## config.mk

```make
export PLATFORM = sky130hd
export DESIGN_NAME = if_id_tracker
export DESIGN_NICKNAME = d
export VERILOG_FILES = /design/src/rtl/if_id_tracker_pkg.sv /design/src/rtl/if_id_tracker_if_tracker.sv /design/src/rtl/if_id_tracker.sv
export SDC_FILE = /design/constraint.sdc
export NUM_CORES = 1
export LEC_CHECK = 0
export BUFFER_PORTS_ARGS = -buffer_cell sky130_fd_sc_hd__buf_2
export CELL_PAD_IN_SITES_DETAIL_PLACEMENT = 0
export CELL_PAD_IN_SITES_GLOBAL_PLACEMENT = 1
export CORE_MARGIN = 2
export CORE_UTILIZATION = 30
export DETAILED_ROUTE_END_ITERATION = 10
export PLACE_DENSITY_LB_ADDON = 0.08
export SLEW_MARGIN = 30
export SYNTH_ARGS = -nofsm -noshare
export SYNTH_HDL_FRONTEND = slang
export SYNTH_SLANG_ARGS = --single-unit
```

## constraint.sdc

```tcl
create_clock -name clk -period 26.5 [get_ports clk]
set_clock_uncertainty 0.15 [all_clocks]
set_input_delay 1.325 -clock clk [delete_from_list [all_inputs] [get_ports clk]]
set_output_delay 1.325 -clock clk [all_outputs]
set_load 0.005 [all_outputs]
```

## src/rtl/if_id_tracker_pkg.sv

```systemverilog
// Shared trace record types for the IF/ID trace tracker.
// Holds the emitted record layout, the IF half-record and both FSM encodings.
`timescale 1ns/1ps
package ryuki_datatypes;

    typedef struct packed {
        logic [31:0] addr;
        logic [31:0] instr;
        logic [31:0] if_start;
        logic [31:0] if_end;
        logic [31:0] id_start;
        logic [31:0] id_end;
    } trace_output;

    typedef struct packed {
        logic [31:0] addr;
        logic [31:0] instr;
        logic [31:0] if_start;
        logic [31:0] if_end;
    } if_record;

    typedef enum logic {
        IF_IDLE,
        IF_WAIT_RVALID
    } if_state_e;

    typedef enum logic {
        ID_WAIT_DECODE,
        ID_DECODING
    } id_state_e;

    localparam int FIFO_DEPTH = 2;

    function automatic trace_output make_trace(
        input if_record    r,
        input logic [31:0] id_start,
        input logic [31:0] id_end
    );
        trace_output t;
        t.addr     = r.addr;
        t.instr    = r.instr;
        t.if_start = r.if_start;
        t.if_end   = r.if_end;
        t.id_start = id_start;
        t.id_end   = id_end;
        return t;
    endfunction

endpackage

```

## src/rtl/if_id_tracker_if_tracker.sv

```systemverilog
// IF half of the trace record: follows the instruction-memory handshake.
// Ports: clk, rst, counter, instr_req/addr/grant/rvalid/rdata in; if_data_ready, if_data out.
`timescale 1ns/1ps
module if_tracker
    import ryuki_datatypes::*;
#(
    parameter int ADDR_WIDTH = 32,
    parameter int DATA_WIDTH = 32
) (
    input  logic                  clk,
    input  logic                  rst,
    input  logic [31:0]           counter,
    input  logic                  instr_req,
    input  logic [ADDR_WIDTH-1:0] instr_addr,
    input  logic                  instr_grant,
    input  logic                  instr_rvalid,
    input  logic [DATA_WIDTH-1:0] instr_rdata,
    output logic                  if_data_ready,
    output if_record              if_data
);

    if_state_e   state_q;
    if_state_e   state_d;
    logic [31:0] addr_q;
    logic [31:0] start_q;
    logic        start_fetch;
    logic        finish_fetch;

    always_comb begin
        state_d      = state_q;
        start_fetch  = 1'b0;
        finish_fetch = 1'b0;
        unique case (state_q)
            IF_IDLE: begin
                if (instr_req && instr_grant) begin
                    start_fetch = 1'b1;
                    state_d     = IF_WAIT_RVALID;
                end
            end
            IF_WAIT_RVALID: begin
                if (instr_rvalid) begin
                    finish_fetch = 1'b1;
                    // A grant on the rvalid cycle opens the next record at once.
                    if (instr_req && instr_grant) begin
                        start_fetch = 1'b1;
                    end else begin
                        state_d = IF_IDLE;
                    end
                end
            end
        endcase
    end

    always_ff @(posedge clk or posedge rst) begin
        if (rst) begin
            state_q       <= IF_IDLE;
            addr_q        <= '0;
            start_q       <= '0;
            if_data_ready <= 1'b0;
            if_data       <= '0;
        end else begin
            state_q       <= state_d;
            if_data_ready <= finish_fetch;
            if (start_fetch) begin
                addr_q  <= 32'(instr_addr);
                start_q <= counter;
            end
            // Output copy is separate so a same-cycle restart cannot corrupt it.
            if (finish_fetch) begin
                if_data.addr     <= addr_q;
                if_data.instr    <= 32'(instr_rdata);
                if_data.if_start <= start_q;
                if_data.if_end   <= counter;
            end
        end
    end

endmodule

```

## src/rtl/if_id_tracker.sv

```systemverilog
// IF/ID trace tracker: queues IF records and closes them with ID timestamps.
// Ports: clk, rst, counter, IF handshake, is_decoding, jump_done in; trace_data_ready, trace_data_o out.
`timescale 1ns/1ps
module if_id_tracker
    import ryuki_datatypes::*;
#(
    parameter int ADDR_WIDTH = 32,
    parameter int DATA_WIDTH = 32
) (
    input  logic                  clk,
    input  logic                  rst,
    input  logic [31:0]           counter,
    input  logic                  if_busy,
    input  logic                  if_ready,
    input  logic                  instr_req,
    input  logic [ADDR_WIDTH-1:0] instr_addr,
    input  logic                  instr_grant,
    input  logic                  instr_rvalid,
    input  logic [DATA_WIDTH-1:0] instr_rdata,
    input  logic                  is_decoding,
    input  logic                  jump_done,
    output logic                  trace_data_ready,
    output trace_output           trace_data_o
);

    logic     if_data_ready;
    if_record if_data;

    if_tracker #(
        .ADDR_WIDTH (ADDR_WIDTH),
        .DATA_WIDTH (DATA_WIDTH)
    ) u_if_tracker (
        .clk           (clk),
        .rst           (rst),
        .counter       (counter),
        .instr_req     (instr_req),
        .instr_addr    (instr_addr),
        .instr_grant   (instr_grant),
        .instr_rvalid  (instr_rvalid),
        .instr_rdata   (instr_rdata),
        .if_data_ready (if_data_ready),
        .if_data       (if_data)
    );

    // IF stage status is informational only; fetches are tracked regardless.
    logic unused_ok;
    assign unused_ok = &{1'b0, if_busy, if_ready};

    if_record    fifo_q [FIFO_DEPTH];
    logic        rd_ptr_q;
    logic        wr_ptr_q;
    logic [1:0]  count_q;
    logic [1:0]  count_d;
    id_state_e   state_q;
    id_state_e   state_d;
    logic [31:0] id_start_q;
    logic        push;
    logic        pop;
    logic        load_start;
    if_record    head;

    assign head = fifo_q[rd_ptr_q];
    assign pop  = (state_q == ID_DECODING) && (!is_decoding || jump_done);
    // A full FIFO still accepts a record when the head leaves on the same edge.
    assign push = if_data_ready && ((count_q != 2'(FIFO_DEPTH)) || pop);
    assign count_d = count_q + {1'b0, push} - {1'b0, pop};

    // count_d counts a record arriving this edge, so decode can start on it.
    always_comb begin
        state_d    = state_q;
        load_start = 1'b0;
        unique case (state_q)
            ID_WAIT_DECODE: begin
                if (is_decoding && (count_d != 2'd0)) begin
                    load_start = 1'b1;
                    state_d    = ID_DECODING;
                end
            end
            ID_DECODING: begin
                if (pop) begin
                    if (is_decoding && (count_d != 2'd0)) begin
                        load_start = 1'b1;
                    end else begin
                        state_d = ID_WAIT_DECODE;
                    end
                end
            end
        endcase
    end

    always_ff @(posedge clk or posedge rst) begin
        if (rst) begin
            fifo_q[0]        <= '0;
            fifo_q[1]        <= '0;
            rd_ptr_q         <= 1'b0;
            wr_ptr_q         <= 1'b0;
            count_q          <= '0;
            state_q          <= ID_WAIT_DECODE;
            id_start_q       <= '0;
            trace_data_ready <= 1'b0;
            trace_data_o     <= '0;
        end else begin
            state_q          <= state_d;
            count_q          <= count_d;
            trace_data_ready <= pop;
            if (load_start) begin
                id_start_q <= counter;
            end
            if (push) begin
                fifo_q[wr_ptr_q] <= if_data;
                wr_ptr_q         <= ~wr_ptr_q;
            end
            if (pop) begin
                rd_ptr_q     <= ~rd_ptr_q;
                trace_data_o <= make_trace(head, id_start_q, counter);
            end
        end
    end

endmodule

```

==> metrics.txt <==
vias=15188; f_max=194 MHz; multiplexer share of the synthesized area=25.8%; die height=301 um; post-synth top area share=64.4%; Clock Path Buffers=3; share of post-route cells with drive strength above 1=41.7%; critical path peak fanout=78; Slew @ Worst Pin=0.953 ns; WL per Instance=19.2 um; Worst setup EP type=flop; syn_area_per_cell=14.1 um^2; Adder-Cell Fraction of Synth Area=0.0947%; global-route wire length before repair=102 mm; grt ovf=0; Synth Area in Compound Gates=2.52%; post-synthesis sequential area ratio=64.4%; Synth area leaders=dfrtp_1 (64%), mux2_2 (19%), mux2i_1 (4.9%); final wirelength=65.0 mm; CTS root buf=clkbuf_16; area share of and/or/nand/nor cells after synthesis=4.83%; Routability Congestion=0.711; RSZ-0062 raised after global routing=no; initial antenna violation count=5; I/O pin count=298; cell taking the most area after synthesis=dfrtp_1; Total GRT Usage=14.6%; Hold WC Path Type=reg2reg; CP startpoint kind=primary input; CTS Hold Bufs=0; setup TNS=0 ns; Final Util=36.5%; number of global-route vias before repair=16381; Worst Path Arrival=5.49 ns; Post-Synthesis Cells=1875; CTS tree=built; largest net degree at the start of global routing=135; placed cell count=3241; clock insertion delay at the later pin of the skew report=0.62 ns; post-cts gate resize count=0; CTS Buf Count=80; post-synthesis register bit count=680; CTS Sinks=680; Critical Path RT=26.84 ns; die area=0.0904 mm^2; Leak=14.8 nW; status=finished, final reports clean; Tot Pwr=3.89 mW; Layout Nets=2276; core area=0.0870 mm^2; DRT iter0 DRCs=625; CP max-delay cell=nand3_4; DRC=0; syn nets=1982; Routed Antenna Nets=0; commonest non-fill, non-tap cell in the layout=dfrtp_1; most frequent cells in the layout=dfrtp_1 (679), mux2_2 (450), nand2_1 (324); Synth cell types=21; CTS clock-pin slew for the worst setup and hold paths=0.06 ns; maximum vdd drop=0.0450 mV; Layout Cells excl Fill=3387; Mapped Area=0.0264 mm^2; max_slew headroom=36.5%; synth warn=0; placed wire-length estimate=38.1 mm; Die W=301 um; Rows=108; Final Max Slew Viols=0; endpoints failing setup=0; XOR/XNOR share of the synthesized area=0.133%; power density cells=123 mW/mm^2; final cycle utilization of the critical path=19.4%; routed vias/inst=4.48; drt first pass iters=4; Maximum Capacitance Violations=0; H-Tree Depth=3; initial core utilization=30.4%; buffers added on ports=295; area delta synth->final=20.3%; Worst path most repeated cell=ha_1; diodes inserted=0; filler instances=8566; Setup Crit Path Kind=in2reg; Final Critical Period=5.15 ns; placed cell area=0.0290 mm^2; main combinational cell family by area after synthesis=multiplexers; post-CTS setup buffers=0; crit-path max cell delay=0.72 ns; CP Cell Sequence=buf_2 -> nand2b_1 -> nand2_8 -> inv_2 -> buf_4 -> o21ai_0 -> ha_1 -> inv_1 -> ha_1 -> nor2_1 -> mux2i_1 -> nand3_4 -> mux2_4; Hold Vio Cnt, Final=0; post-route cell area=0.0318 mm^2
## cell type report
class / count / area [um^2] / share of cell area, %
sequential: 680 / 17000 / 53.6
clock inverter: 16 / 211 / 0.666
timing repair buffer: 320 / 1730 / 5.44
clock buffer: 129 / 2470 / 7.77
multi-input combinational: 1081 / 8860 / 27.9
inverter: 6 / 35.0 / 0.110
tap: 1155 / 1450 / 4.55
## worst max-delay path: cells and delay by family
| family | cells | cell delay, ns |
|---|---|---|
| compound gates | 1 | 0.32 |
| fa+ha+maj | 2 | 0.65 |
| buf+inv | 4 | 0.98 |
| mux | 2 | 0.85 |
| simple gates | 4 | 1.26 |
## cells in the mapped netlist
master,number
dfrtp_1,680
mux2_2,450
nand2_1,326
o21ai_0,130
mux2i_1,129
buf_2,74
mux2_4,30
clkbuf_1,19
buf_4,12
inv_1,6
xnor2_1,4
buf_6,3
ha_1,2
nand2b_1,2
nor2_1,2
a21oi_1,1
a21oi_2,1
nand3_2,1
nand3b_1,1
nor2b_1,1
nor3b_1,1
## per-stage QoR
step           hold WS (ns)  setup slack (ns)
6_report              0.307             21.35
3_5_place_dp          0.304             20.35
4_1_cts               0.306             21.01
3_3_place_gp          0.302             20.35
5_1_grt               0.337             21.02
2_1_floorplan         0.283              5.96
## kinds of logic (layout without fill, tap and decap cells)
kind of cell	after synthesis	count (layout)
xor+xnor	4	4
flops	680	680
fa+ha+maj	2	2
buf+inv	114	471
compound gates	132	132
simple gates	334	334
mux	609	609
## worst paths after layout
kind                                            startpoint                            to  slack, ns  cells after the start
worst min register to register  id_start_q[10]$_DFFE_PP0P_  trace_data_o[42]$_DFFE_PP0P_       0.31                      2
worst max register to register           state_q$_DFF_PP0_    id_start_q[17]$_DFFE_PP0P_      21.92                     11
worst min-delay path            id_start_q[10]$_DFFE_PP0P_  trace_data_o[42]$_DFFE_PP0P_       0.31                      2
max in group asynchronous                              rst       fifo_q[240]$_DFFE_PP0P_      22.75                      5
worst max-delay path                           is_decoding    id_start_q[17]$_DFFE_PP0P_      21.35                     13
min in group asynchronous                              rst        fifo_q[54]$_DFFE_PP0P_       0.64                      2
## power by group
part	internal (mW)	leakage, nW	switching, mW
Clock	0.669	1.32	0.441
Combinational	0.553	5.30	0.524
Sequential	1.48	8.22	0.228
## registers in the layout (all words and copies together) (netlist names)
signal	count
u_if_tracker.addr_q	32
count_q	2
fifo_q	256
u_if_tracker.start_q	32
trace_data_o	192
id_start_q	32
u_if_tracker.if_data_ready	1
u_if_tracker.state_q	1
wr_ptr_q	1
trace_data_ready	1
rd_ptr_q	1
u_if_tracker.if_data	128
state_q	1
## metal layers
| metal | wire length [um] | share of wire, % | track usage (%) | up-vias |
|---|---|---|---|---|
| li1 | - | - | - | 7027 |
| met1 | 29000 | 45 | 19.4 | 7812 |
| met2 | 31600 | 49 | 24.1 | 240 |
| met3 | 2770 | 4.3 | 3.22 | 107 |
| met4 | 1590 | 2.4 | 4.06 | 2 |
| met5 | 12 | 0.018 | 0 | - |
(Power assumes the default switching activity.)
